## config.mk

```make
export PLATFORM = sky130hd
export DESIGN_NAME = overvoltage_monitor_ctrl
export DESIGN_NICKNAME = d
export VERILOG_FILES = /design/src/rtl/overvoltage_pkg.sv /design/src/rtl/ov_sync.sv /design/src/rtl/overvoltage_monitor_ctrl.sv
export SDC_FILE = /design/constraint.sdc
export NUM_CORES = 1
export LEC_CHECK = 0
export ABC_AREA = 1
export CORE_MARGIN = 4
export CORE_UTILIZATION = 35
export DETAILED_ROUTE_END_ITERATION = 10
export SYNTH_ARGS = -nofsm -noshare
export SYNTH_HDL_FRONTEND = slang
export SYNTH_HIERARCHICAL = 1
export SYNTH_SLANG_ARGS = --single-unit
```

## constraint.sdc

```tcl
create_clock -name clk -period 4.55 [get_ports clk]
set_clock_uncertainty 0.2 [all_clocks]
set_input_delay 0.455 -clock clk [delete_from_list [all_inputs] [get_ports clk]]
set_output_delay 0.455 -clock clk [all_outputs]
set_load 0.02 [all_outputs]
```

## src/rtl/overvoltage_pkg.sv

```systemverilog
// Shared types and constants for the overvoltage comparator controller.
package overvoltage_pkg;

  localparam int unsigned OTRIP_W = 4;
  localparam int unsigned SETTLE_CYCLES_DEFAULT = 64;

  typedef enum logic [1:0] {
    StOff     = 2'b00,
    StSettle  = 2'b01,
    StMonitor = 2'b10,
    StTripped = 2'b11
  } ov_state_e;

endpackage

```

## src/rtl/ov_sync.sv

```systemverilog
// Async-reset flop chain for bringing an analog-domain level into the clk domain.
module ov_sync #(
  parameter int unsigned SYNC_STAGES = 2
) (
  input  logic clk,
  input  logic rst_n,
  input  logic d,
  output logic q
);

  logic [SYNC_STAGES-1:0] sync_q;

  always_ff @(posedge clk or negedge rst_n) begin
    if (!rst_n) begin
      sync_q <= '0;
    end else begin
      sync_q <= {sync_q[SYNC_STAGES-2:0], d};
    end
  end

  assign q = sync_q[SYNC_STAGES-1];

endmodule

```

## src/rtl/overvoltage_monitor_ctrl.sv

```systemverilog
// Enables/trims the overvoltage comparator, blanks its settling window and debounces its output
// into a level flag, a sticky status bit and an interrupt.
module overvoltage_monitor_ctrl
  import overvoltage_pkg::*;
#(
  parameter int unsigned SYNC_STAGES   = 2,
  parameter int unsigned SETTLE_CYCLES = SETTLE_CYCLES_DEFAULT,
  parameter int unsigned DEB_W         = 8
) (
  input  logic               clk,
  input  logic               rst_n,
  input  logic               en_req,
  input  logic [OTRIP_W-1:0] otrip_cfg,
  input  logic [DEB_W-1:0]   deb_cfg,
  input  logic               irq_clr,
  input  logic               ovout,
  output logic               ena,
  output logic [OTRIP_W-1:0] otrip,
  output logic               ov_flag,
  output logic               ov_sticky,
  output logic               irq,
  output logic [1:0]         state_o
);

  localparam int unsigned SettleW = (SETTLE_CYCLES > 1) ? $clog2(SETTLE_CYCLES) : 1;
  localparam logic [SettleW-1:0] SettleLoad = SettleW'(SETTLE_CYCLES - 1);

  ov_state_e          state_q;
  logic               ena_q;
  logic [OTRIP_W-1:0] otrip_q;
  logic               flag_q;
  logic               sticky_q;
  logic [SettleW-1:0] settle_q;
  logic [DEB_W-1:0]   deb_q;

  logic               ov_synced;
  logic [DEB_W-1:0]   deb_thr;
  logic [DEB_W:0]     deb_inc;
  logic [DEB_W-1:0]   deb_sat;
  logic               deb_hit;
  logic               deb_sample;
  logic               otrip_chg;

  ov_sync #(
    .SYNC_STAGES(SYNC_STAGES)
  ) u_ov_sync (
    .clk  (clk),
    .rst_n(rst_n),
    .d    (ovout),
    .q    (ov_synced)
  );

  assign deb_thr    = (deb_cfg == '0) ? DEB_W'(1) : deb_cfg;
  assign deb_inc    = {1'b0, deb_q} + (DEB_W + 1)'(1);
  assign deb_sat    = (&deb_q) ? deb_q : deb_inc[DEB_W-1:0];
  // Compare the count including the current sample, so the flag moves on the Nth sample's edge.
  assign deb_hit    = deb_inc >= {1'b0, deb_thr};
  // MONITOR counts synced-high samples, TRIPPED counts synced-low samples.
  assign deb_sample = ov_synced ^ (state_q == StTripped);
  assign otrip_chg  = otrip_cfg != otrip_q;

  always_ff @(posedge clk or negedge rst_n) begin
    if (!rst_n) begin
      state_q  <= StOff;
      ena_q    <= 1'b0;
      otrip_q  <= '0;
      flag_q   <= 1'b0;
      sticky_q <= 1'b0;
      settle_q <= '0;
      deb_q    <= '0;
    end else begin
      // A flag rise later in this block overrides the clear.
      if (irq_clr) sticky_q <= 1'b0;
      if (!en_req) begin
        state_q  <= StOff;
        ena_q    <= 1'b0;
        flag_q   <= 1'b0;
        settle_q <= '0;
        deb_q    <= '0;
      end else begin
        unique case (state_q)
          StOff: begin
            state_q  <= StSettle;
            ena_q    <= 1'b1;
            otrip_q  <= otrip_cfg;
            settle_q <= SettleLoad;
            deb_q    <= '0;
          end
          StSettle: begin
            deb_q <= '0;
            if (otrip_chg) begin
              otrip_q  <= otrip_cfg;
              settle_q <= SettleLoad;
            end else if (settle_q == '0) begin
              state_q <= StMonitor;
            end else begin
              settle_q <= settle_q - SettleW'(1);
            end
          end
          StMonitor, StTripped: begin
            if (otrip_chg) begin
              state_q  <= StSettle;
              otrip_q  <= otrip_cfg;
              flag_q   <= 1'b0;
              settle_q <= SettleLoad;
              deb_q    <= '0;
            end else if (!deb_sample) begin
              deb_q <= '0;
            end else if (deb_hit) begin
              deb_q <= '0;
              if (state_q == StMonitor) begin
                state_q  <= StTripped;
                flag_q   <= 1'b1;
                sticky_q <= 1'b1;
              end else begin
                state_q <= StMonitor;
                flag_q  <= 1'b0;
              end
            end else begin
              deb_q <= deb_sat;
            end
          end
        endcase
      end
    end
  end

  assign ena       = ena_q;
  assign otrip     = otrip_q;
  assign ov_flag   = flag_q;
  assign ov_sticky = sticky_q;
  assign irq       = sticky_q;
  assign state_o   = state_q;

endmodule

```

==> reports/metrics.cfg, run 1 <==
[floorplan]
io_pins=27
coreArea_mm2=0.00409
start_util_pct=36.9
std_cell_rows=23
die_w_um=73.6
dieArea_mm2=0.00542
die_height_um=73.6

[grt]
grt_overflow=0
grt_pass1_vias=1138
track_usage_pct=12.3
grt_max_degree=26
grt_pass1_wl_um=5120
antenna_found_initial=0

[cts]
clk_path_buf_depth=2
clock-sinks=25
hold_buffers=0
cts_tree=built
htree_levels=1
path_clk_slew_ns=0.08
postCtsSetupRepairBufs=0
cts_resized=0
clock_latency_ns=0.26
cts_root_buf=clkbuf_8
cts_buffers=3

[logic_synthesis]
synth_top_area_share_pct=41.5
yosys.area.top_type=dfrtp_1
ys_types=26
yosys-top-cells-area=dfrtp_1 (41%), nand2_1 (11%), ha_1 (9.1%), inv_1 (8.5%), xor2_1 (5.8%)
synth_area_per_cell_um2=8.02
ys_ff_latch=25
syn_area_mm2=0.00151
yosysSeqAreaShare_pct=41.5
syn_nets=216
syn_inst=188
yosys_warnings=6

[route]
vias=1188
first_iter_violations=24
drc=0
viasPerCell=4.45
drtPass1Iterations=4
wl_per_cell_um=10.2
detail-route-antenna-nets=0
wirelength_um=2740

[finish]
final_cell_mix=nand2_1 (43), inv_1 (34), clkdlybuf4s50_1 (26), dfrtp_1 (25), nor2_1 (22)
final_util_pct=45.8
area_growth_pct=24.1
stdcell_area_mm2=0.00187
drive_gt1_share_pct=5.53
final_common_cell=nand2_1
nNetsFinal=246
diodes=0
fin_cells=267

[power_and_ir_drop]
switching_share_pct=26.3
p_int_uw=335
p_total_uw=455
pwr-share-clk_pct=27.9
combPwrFrac_pct=19.0
peakVddDrop_uv=198
seq_power_share_pct=53.1
p_switching_uw=120
p_leak_nw=0.959
power_per_cell_area_mw_per_mm2=243

[place]
routabilityCongestion=0.810
dp_hpwl_um=2180
placed_cells=263
dpl_worst_slack_ns=1.80
port_buffers=26
place_area_mm2=0.00183

[sta]
rsz0062_at_grt=no
period_share_pct=53.7
fin_crit_ns=2.44
setup_violations=0
relSlewSlack_pct=74.4
postLayoutSetupSlackWorst_ns=2.11
hold_viol=0
fmax_ghz=0.409
finalSetupTns_ns=0
tightest_slew_ns=0.382
timing.final.max_slew_violations=0
hold_slack_ns=0.158

[setup_path]
crit_type=in2reg
worstSetupEndpointType=flip-flop
crit_buf_inv=2
crit_path_start_kind=input port
worstPathArrival_ns=2.40
cpMaxStageDelayCell=clkdlybuf4s50_1
path_cells=clkdlybuf4s50_1, nor4_1, a41o_1, ha_1, inv_1, nand2_1, nand3_1, nand3_1, nand2_1, nand2_1, nand2_1, nand2_1, nand2_1, nand2_1, nand3_1, nand2_1
cp_max_fo=2
slowest_delay_ns=0.42
cp_top_family=simple AND/OR/NAND/NOR gates
cpMostUsedCell=nand2_1
required_ns=4.51
rrSetupSlack_ns=2.17

[job]
cap_violations=0

[min_path]
holdCritPathClass=reg2reg

[outcome]
outcome=finished clean

-- cell usage after synthesis, drive strengths merged --
library cell,number
xor2,10
a41o,1
or2,1
buf,2
inv,35
nor4,1
nand3,10
nand2,45
ha,11
a31oi,1
a21oi,5
o21ai,5
xnor2,2
nor2,23
nor3,1
dfrtp,25
o22ai,4
o211ai,2
nand4,4
-- worst paths after layout --
path	startpoint	to	cells past startpoint
max reg2reg	deb_q[0]	state_o[0]	13
max	deb_cfg[1]	state_o[0]	16
min	u_ov_sync/sync_q[0]	u_ov_sync/sync_q[1]	0
min reg2reg	u_ov_sync/sync_q[0]	u_ov_sync/sync_q[1]	0
min in group asynchronous	rst_n	otrip[1]	2
max in group asynchronous	rst_n	deb_q[7]	2
-- power by group through the flow --
stage | clock network [mW] | logic (mW) | registers [mW]
global route | 0.147 | 0.0978 | 0.243
detailed placement | 0 | 0.0882 | 0.246
finish | 0.127 | 0.0864 | 0.242
global placement | 0 | 0.0877 | 0.246
floorplan | 0 | 0.0397 | 0.252
CTS | 0.134 | 0.0881 | 0.242
-- layout make-up --
cell class,count,area (um^2)
Inverter,35,131
Timing Repair Buffer,27,268
Clock buffer,4,45.0
Sequential cell,25,626
Fill cell,432,2220
Multi-Input combinational cell,126,738
Tap cell,50,62.6
-- metal layers --
metal  vias to the layer above  global-route usage (%)  wire length [um]
li1                        647                       -                 -
met1                       520                    18.1              1420
met2                        16                    16.9              1160
met3                         5                    3.15               107
met4                         0                    4.83                48
met5                         -                       0                 0
-- registers in the layout, indices dropped and copies added, names as in the netlist --
signal	cells
ena	1
irq	1
deb_q	8
settle_q	6
state_o	2
otrip	4
u_ov_sync/sync_q	2
ov_flag	1
-- logic make-up after synthesis --
group                    Yosys count  share of synthesized area (%)
buffers and inverters             37                           9.54
XOR/XNOR                          12                           6.97
flip-flops                        25                           41.5
adder cells (fa/ha/maj)           11                           9.13
AND/OR/NAND/NOR                   85                           25.3
AO/OA/AOI/OAI                     18                           7.55
(Power assumes the default switching activity.)
==> run 2: changes to the inputs <==
Clock period 4.55 ns to 2.2 ns, I/O delays scaled along.
==> run 2 against run 1 <==
  * The run now ends with negative setup slack left
  * Clock power up 120%
  * Combinational power up 120%
  * Non-clock buffer count up 21
  * Global-route usage up 0.55 points
  * Count of clock-buffer cells in the layout down 1
  * Die area unchanged
  * Flip-flop and latch count unchanged
  * Via count up 7.8%
  * Sequential share of layout area down 4.1 points
  * Total power up 110%
  * Core utilization up 6.6 points
  * Critical endpoint unchanged
==> reports/metrics.cfg, run 2 (synthesis gave the netlist of run 1 again) <==
[outcome]
outcome=complete, but fails checks
failed_checks=negative setup slack

[route]
wirelength_um=3010
detail-route-antenna-nets=0
drtPass1Iterations=4
first_iter_violations=48
wl_per_cell_um=10.4
drc=0
vias=1281
viasPerCell=4.45

[setup_path]
crit_buf_inv=0
required_ns=2.22
rrSetupSlack_ns=-0.08
cp_max_fo=3
crit_path_start_kind=flip-flop
cp_top_family=simple AND/OR/NAND/NOR gates
cpMostUsedCell=nand2_2
path_cells=ha_4, nand3_4, nor2_2, xor2_2, ha_1, a21oi_1, nand2_2, nand2_4, nand2_2, nand2_2, nand2_2, nand2_1, nand2_1, nand2_1
worstPathArrival_ns=2.30
slowest_delay_ns=0.44
cpMaxStageDelayCell=dfrtp_1
worstSetupEndpointType=flip-flop
crit_type=reg2reg

[power_and_ir_drop]
power_per_cell_area_mw_per_mm2=453
p_total_uw=969
p_leak_nw=1.08
peakVddDrop_uv=318

[floorplan]
std_cell_rows=23
dieArea_mm2=0.00542
start_util_pct=36.9
coreArea_mm2=0.00409
die_w_um=73.6
die_height_um=73.6
io_pins=27

[cts]
hold_buffers=0
cts_tree=built
clock_latency_ns=0.28
clk_path_buf_depth=2
htree_levels=1
cts_buffers=3
clock-sinks=25
path_clk_slew_ns=0.09
cts_root_buf=clkbuf_8

[finish]
stdcell_area_mm2=0.00214
final_common_cell=nand2_1
seq_area_um2=627
nFillCells=399
multi_input_area_um2=847
nNetsFinal=267
final_cell_mix=nand2_1 (34), inv_1 (33), clkdlybuf4s50_1 (26), dfrtp_1 (24), buf_4 (22)
drive_gt1_share_pct=23.9
largest_reg_flops=8
regMostFlops=deb_q
diodes=0
area_growth_pct=41.9

[grt]
grt_pass1_wl_um=5550
grt_max_degree=26
track_usage_pct=12.8
antenna_found_initial=0
grt_pass1_vias=1277
grt_overflow=0

[sta]
hold_slack_ns=0.0983
setup_violations=11
relSlewSlack_pct=73.3
rsz0062_at_grt=yes
finalSetupTns_ns=-0.358
fin_crit_ns=2.28
postLayoutSetupSlackWorst_ns=-0.0783
period_share_pct=104
tightest_slew_ns=0.398
hold_viol=0
timing.final.max_slew_violations=0
fmax_ghz=0.439

[place]
place_area_mm2=0.00194
port_buffers=26
routabilityCongestion=0.814
dp_hpwl_um=2300

[job]
cap_violations=0

[min_path]
holdCritPathClass=in2async

[run 2: final timing paths]
path / startpoint / to / cells past startpoint
max in group asynchronous: rst_n / deb_q[2] / 2
min: rst_n / ena / 2
max reg2reg: deb_q[0] / state_o[0] / 14
min reg2reg: u_ov_sync/sync_q[0] / u_ov_sync/sync_q[1] / 0
max: deb_q[0] / state_o[0] / 14
min in group clk: u_ov_sync/sync_q[0] / u_ov_sync/sync_q[1] / 0
[run 2: what timing repair did]
item,CTS,global route
pin swaps,6,12
resized for setup,16,11
setup endpoints to repair,11,11
buffers inserted,5,1
gates cloned,0,0
[run 2: final cells by class]
type	count	area share, %
multi-input cells	126	39.6
repair buffers	48	19.9
clock inverters	1	0.234
well taps	50	2.92
flip-flops and latches	25	29.3
inverters	35	6.14
clock buffers	3	1.93
[run 2: through the flow]
| stage | worst slack, ns | cells | util (%) |
|---|---|---|---|
| CTS | -0.0221 | 287 | 51.3 |
| finish | -0.0783 | 288 | 52.4 |
| global route | -0.264 | 288 | 52.4 |
| floorplan | 0.0378 | 188 | - |
| global placement | -0.259 | 278 | 47.4 |
| detailed placement | -0.324 | 278 | 47.4 |
[run 2: metal layers]
metal,track usage (%),routed length (um),vias to the layer above
met1,18.0,1480,574
met2,20.0,1380,16
met4,3.62,45,0
li1,-,-,687
met3,2.46,98,4
met5,0,0,-
[run 2: power breakdown]
| part | internal (mW) | leakage (nW) | switching [mW] |
|---|---|---|---|
| Clock | 0.127 | 0.0255 | 0.151 |
| Combinational | 0.0911 | 0.741 | 0.101 |
| Sequential | 0.481 | 0.318 | 0.0183 |
==> run 3: changes to the inputs <==
Settings changed: ABC_AREA 1 to not set, REMOVE_ABC_BUFFERS set to 1, SLEW_MARGIN set to 20.
==> run 3 against run 2 <==
  * The flow still finishes with violations (negative setup slack)
  * Combinational power down 16%
  * Core utilization up 1.3 points
  * Register-to-register slack lost 0.20 ns
  * Critical path type unchanged
  * Largest cell class unchanged
==> reports/metrics.cfg, run 3 <==
[cts]
clock_latency_ns=0.26
cts_buffers=3
htree_levels=1
clk_path_buf_depth=2
cts_tree=built
path_clk_slew_ns=0.08
cts_root_buf=clkbuf_8
clock-sinks=25

[min_path]
holdCritPathClass=in2async

[power_and_ir_drop]
p_leak_nw=0.959
p_total_uw=917
switching_share_pct=24.9
pwr-share-clk_pct=28.6
peakVddDrop_uv=277
p_int_uw=689
seq_power_share_pct=53.8
combPwrFrac_pct=17.6
p_switching_uw=228
power_per_cell_area_mw_per_mm2=428

[setup_path]
crit_buf_inv=1
worstPathArrival_ns=2.47
worstSetupEndpointType=flip-flop
slowest_delay_ns=0.45
cpMaxStageDelayCell=dfrtp_2
crit_type=reg2reg
path_cells=ha_4, nand3_4, nor2_4, xor2_1, ha_1, nand3_2, o221ai_2, a211oi_2, buf_4, or3_4, o21ai_1
cp_top_family=simple AND/OR/NAND/NOR gates
crit_path_start_kind=flip-flop
required_ns=2.20
r2r_start=deb_q[0]
cp-startpoint=deb_q[0]
cp_max_fo=4

[logic_synthesis]
synth_most_common_cell=dfrtp_1
synthFlopType=dfrtp_1
ys_ff_latch=25
synth_top_cells_by_count=dfrtp_1 (25), inv_1 (16), nor2_1 (13)
synth-edff-count=0
yosysSeqAreaShare_pct=43.2
yosys.area.top_type=dfrtp_1
yosys-top-cells-area=dfrtp_1 (43%), ha_1 (9.5%), xor2_1 (4.8%), inv_1 (4.1%), nor2_1 (3.4%)
syn_area_mm2=0.00145
synth_top_area_share_pct=43.2
synth_area_per_cell_um2=9.98
yosys_warnings=6
async_flop_share_pct=100
ys_types=35
syn_inst=145

[finish]
final_cell_mix=dfrtp_1 (23), clkdlybuf4s50_1 (23), buf_4 (20), inv_1 (16), nor2_1 (10)
fin_cells=246
diodes=0
area_growth_pct=48.1
drive_gt1_share_pct=29.6
largest_reg_flops=8
regMostFlops=deb_q
nNetsFinal=225
nFillCells=340

[route]
detail-route-antenna-nets=0
wl_per_cell_um=13.0
vias=1211
first_iter_violations=65
drtPass1Iterations=4
wirelength_um=3210
viasPerCell=4.92
drc=0

[sta]
setup_violations=11
hold_viol=0
fmax_ghz=0.404
fin_crit_ns=2.47
timing.final.max_slew_violations=0
postLayoutSetupSlackWorst_ns=-0.275
relSlewSlack_pct=79.1
rsz0062_at_grt=yes
period_share_pct=112
tightest_slew_ns=0.313

[floorplan]
coreArea_mm2=0.00400
die_height_um=72.3
start_util_pct=36.2
std_cell_rows=23
die_w_um=72.3
io_pins=27
dieArea_mm2=0.00523

[grt]
antenna_found_initial=0
grt_overflow=0
grt_pass1_vias=1259
track_usage_pct=13.6
grt_max_degree=26
grt_pass1_wl_um=5570

[outcome]
failed_checks=negative setup slack
outcome=complete, but fails checks

[place]
dp_hpwl_um=2420
port_buffers=26
placed_cells=237
routabilityCongestion=0.838

[job]
cap_violations=0

[run 3: cell types whose count changed in the layout (fill, tap and decap cells not counted), moves of 4 or more]
cell and change:
nor2_1 -9, nand2_2 -9, o22ai_1 -4, inv_1 -17, nor2b_1 +5, nand2_1 -29, o21a_1 +4, mux2_2 +4
[run 3: what timing repair did]
action | 4_1_cts | 5_1_grt
hold buffers | 0 | 0
endpoints found under the hold margin | 0 | 0
pin swaps | 13 | 9
buffers inserted | 4 | 1
setup endpoints to repair | 11 | 11
gates resized for setup | 21 | 16
[run 3: through the flow]
| step | setup TNS (ns) | hold slack [ns] | area, um^2 | setup slack, ns | utilization [%] |
|---|---|---|---|---|---|
| after floorplan | -2.39 | -0.276 | 1440 | -0.324 | - |
| after global placement | -5.81 | 0.135 | 1890 | -0.576 | 47.4 |
| after detailed placement | -6.81 | 0.143 | 1890 | -0.678 | 47.4 |
| after CTS | -2.62 | 0.111 | 2060 | -0.283 | 51.5 |
| after global routing | -4.55 | 0.125 | 2140 | -0.462 | 53.6 |
| final | -2.41 | 0.108 | 2140 | -0.275 | 53.6 |
[run 3: cell type report]
| class | instances | area (um^2) | area share [%] |
|---|---|---|---|
| Sequential cell | 25 | 628 | 29.3 |
| Clock buffer | 4 | 45.0 | 2.10 |
| Tap cell | 50 | 62.6 | 2.92 |
| Timing Repair Buffer | 49 | 444 | 20.7 |
| Multi-Input combinational cell | 102 | 905 | 42.2 |
| Inverter | 16 | 60.1 | 2.80 |
[run 3: kinds of logic (layout without fill, tap and decap cells)]
group	count (synthesis)	in the layout	share of synthesized area (%)
and+or+nand+nor	50	50	19.5
muxes	4	4	3.11
DFF	25	25	43.2
xor gates and xnor gates	11	11	6.66
AOI/OAI and AO/OA	26	26	13.1
adders and majority gates	11	11	9.51
buffers and inverters	18	69	4.93
[run 3: power by group through the flow]
| stage | sequential (mW) | clock, mW | combinational, mW |
|---|---|---|---|
| finish | 0.493 | 0.262 | 0.161 |
| global route | 0.496 | 0.302 | 0.178 |
| CTS | 0.493 | 0.278 | 0.163 |
| detailed placement | 0.502 | 0 | 0.160 |
| global placement | 0.502 | 0 | 0.156 |
| floorplan | 0.512 | 0 | 0.0638 |
[run 3: path summary, 6_finish.rpt]
path | to | slack, ns | cells after the start
setup / recovery | ov_flag | -0.27 | 11
hold / removal | settle_q[0] | 0.11 | 2
setup reg to reg | ov_flag | -0.27 | 11
hold reg to reg | u_ov_sync/sync_q[1] | 0.16 | 0
max in group asynchronous | deb_q[0] | 1.43 | 2
min in group clk | u_ov_sync/sync_q[1] | 0.16 | 0
[run 3: routing by layer]
layer / vias to the layer above / part of all wire (%) / global-route usage [%]
li1: 605 / - / -
met5: - / 0 / 0
met2: 29 / 48 / 20.9
met4: 0 / 1.3 / 4.38
met3: 5 / 5.3 / 4.29
met1: 572 / 46 / 18.1
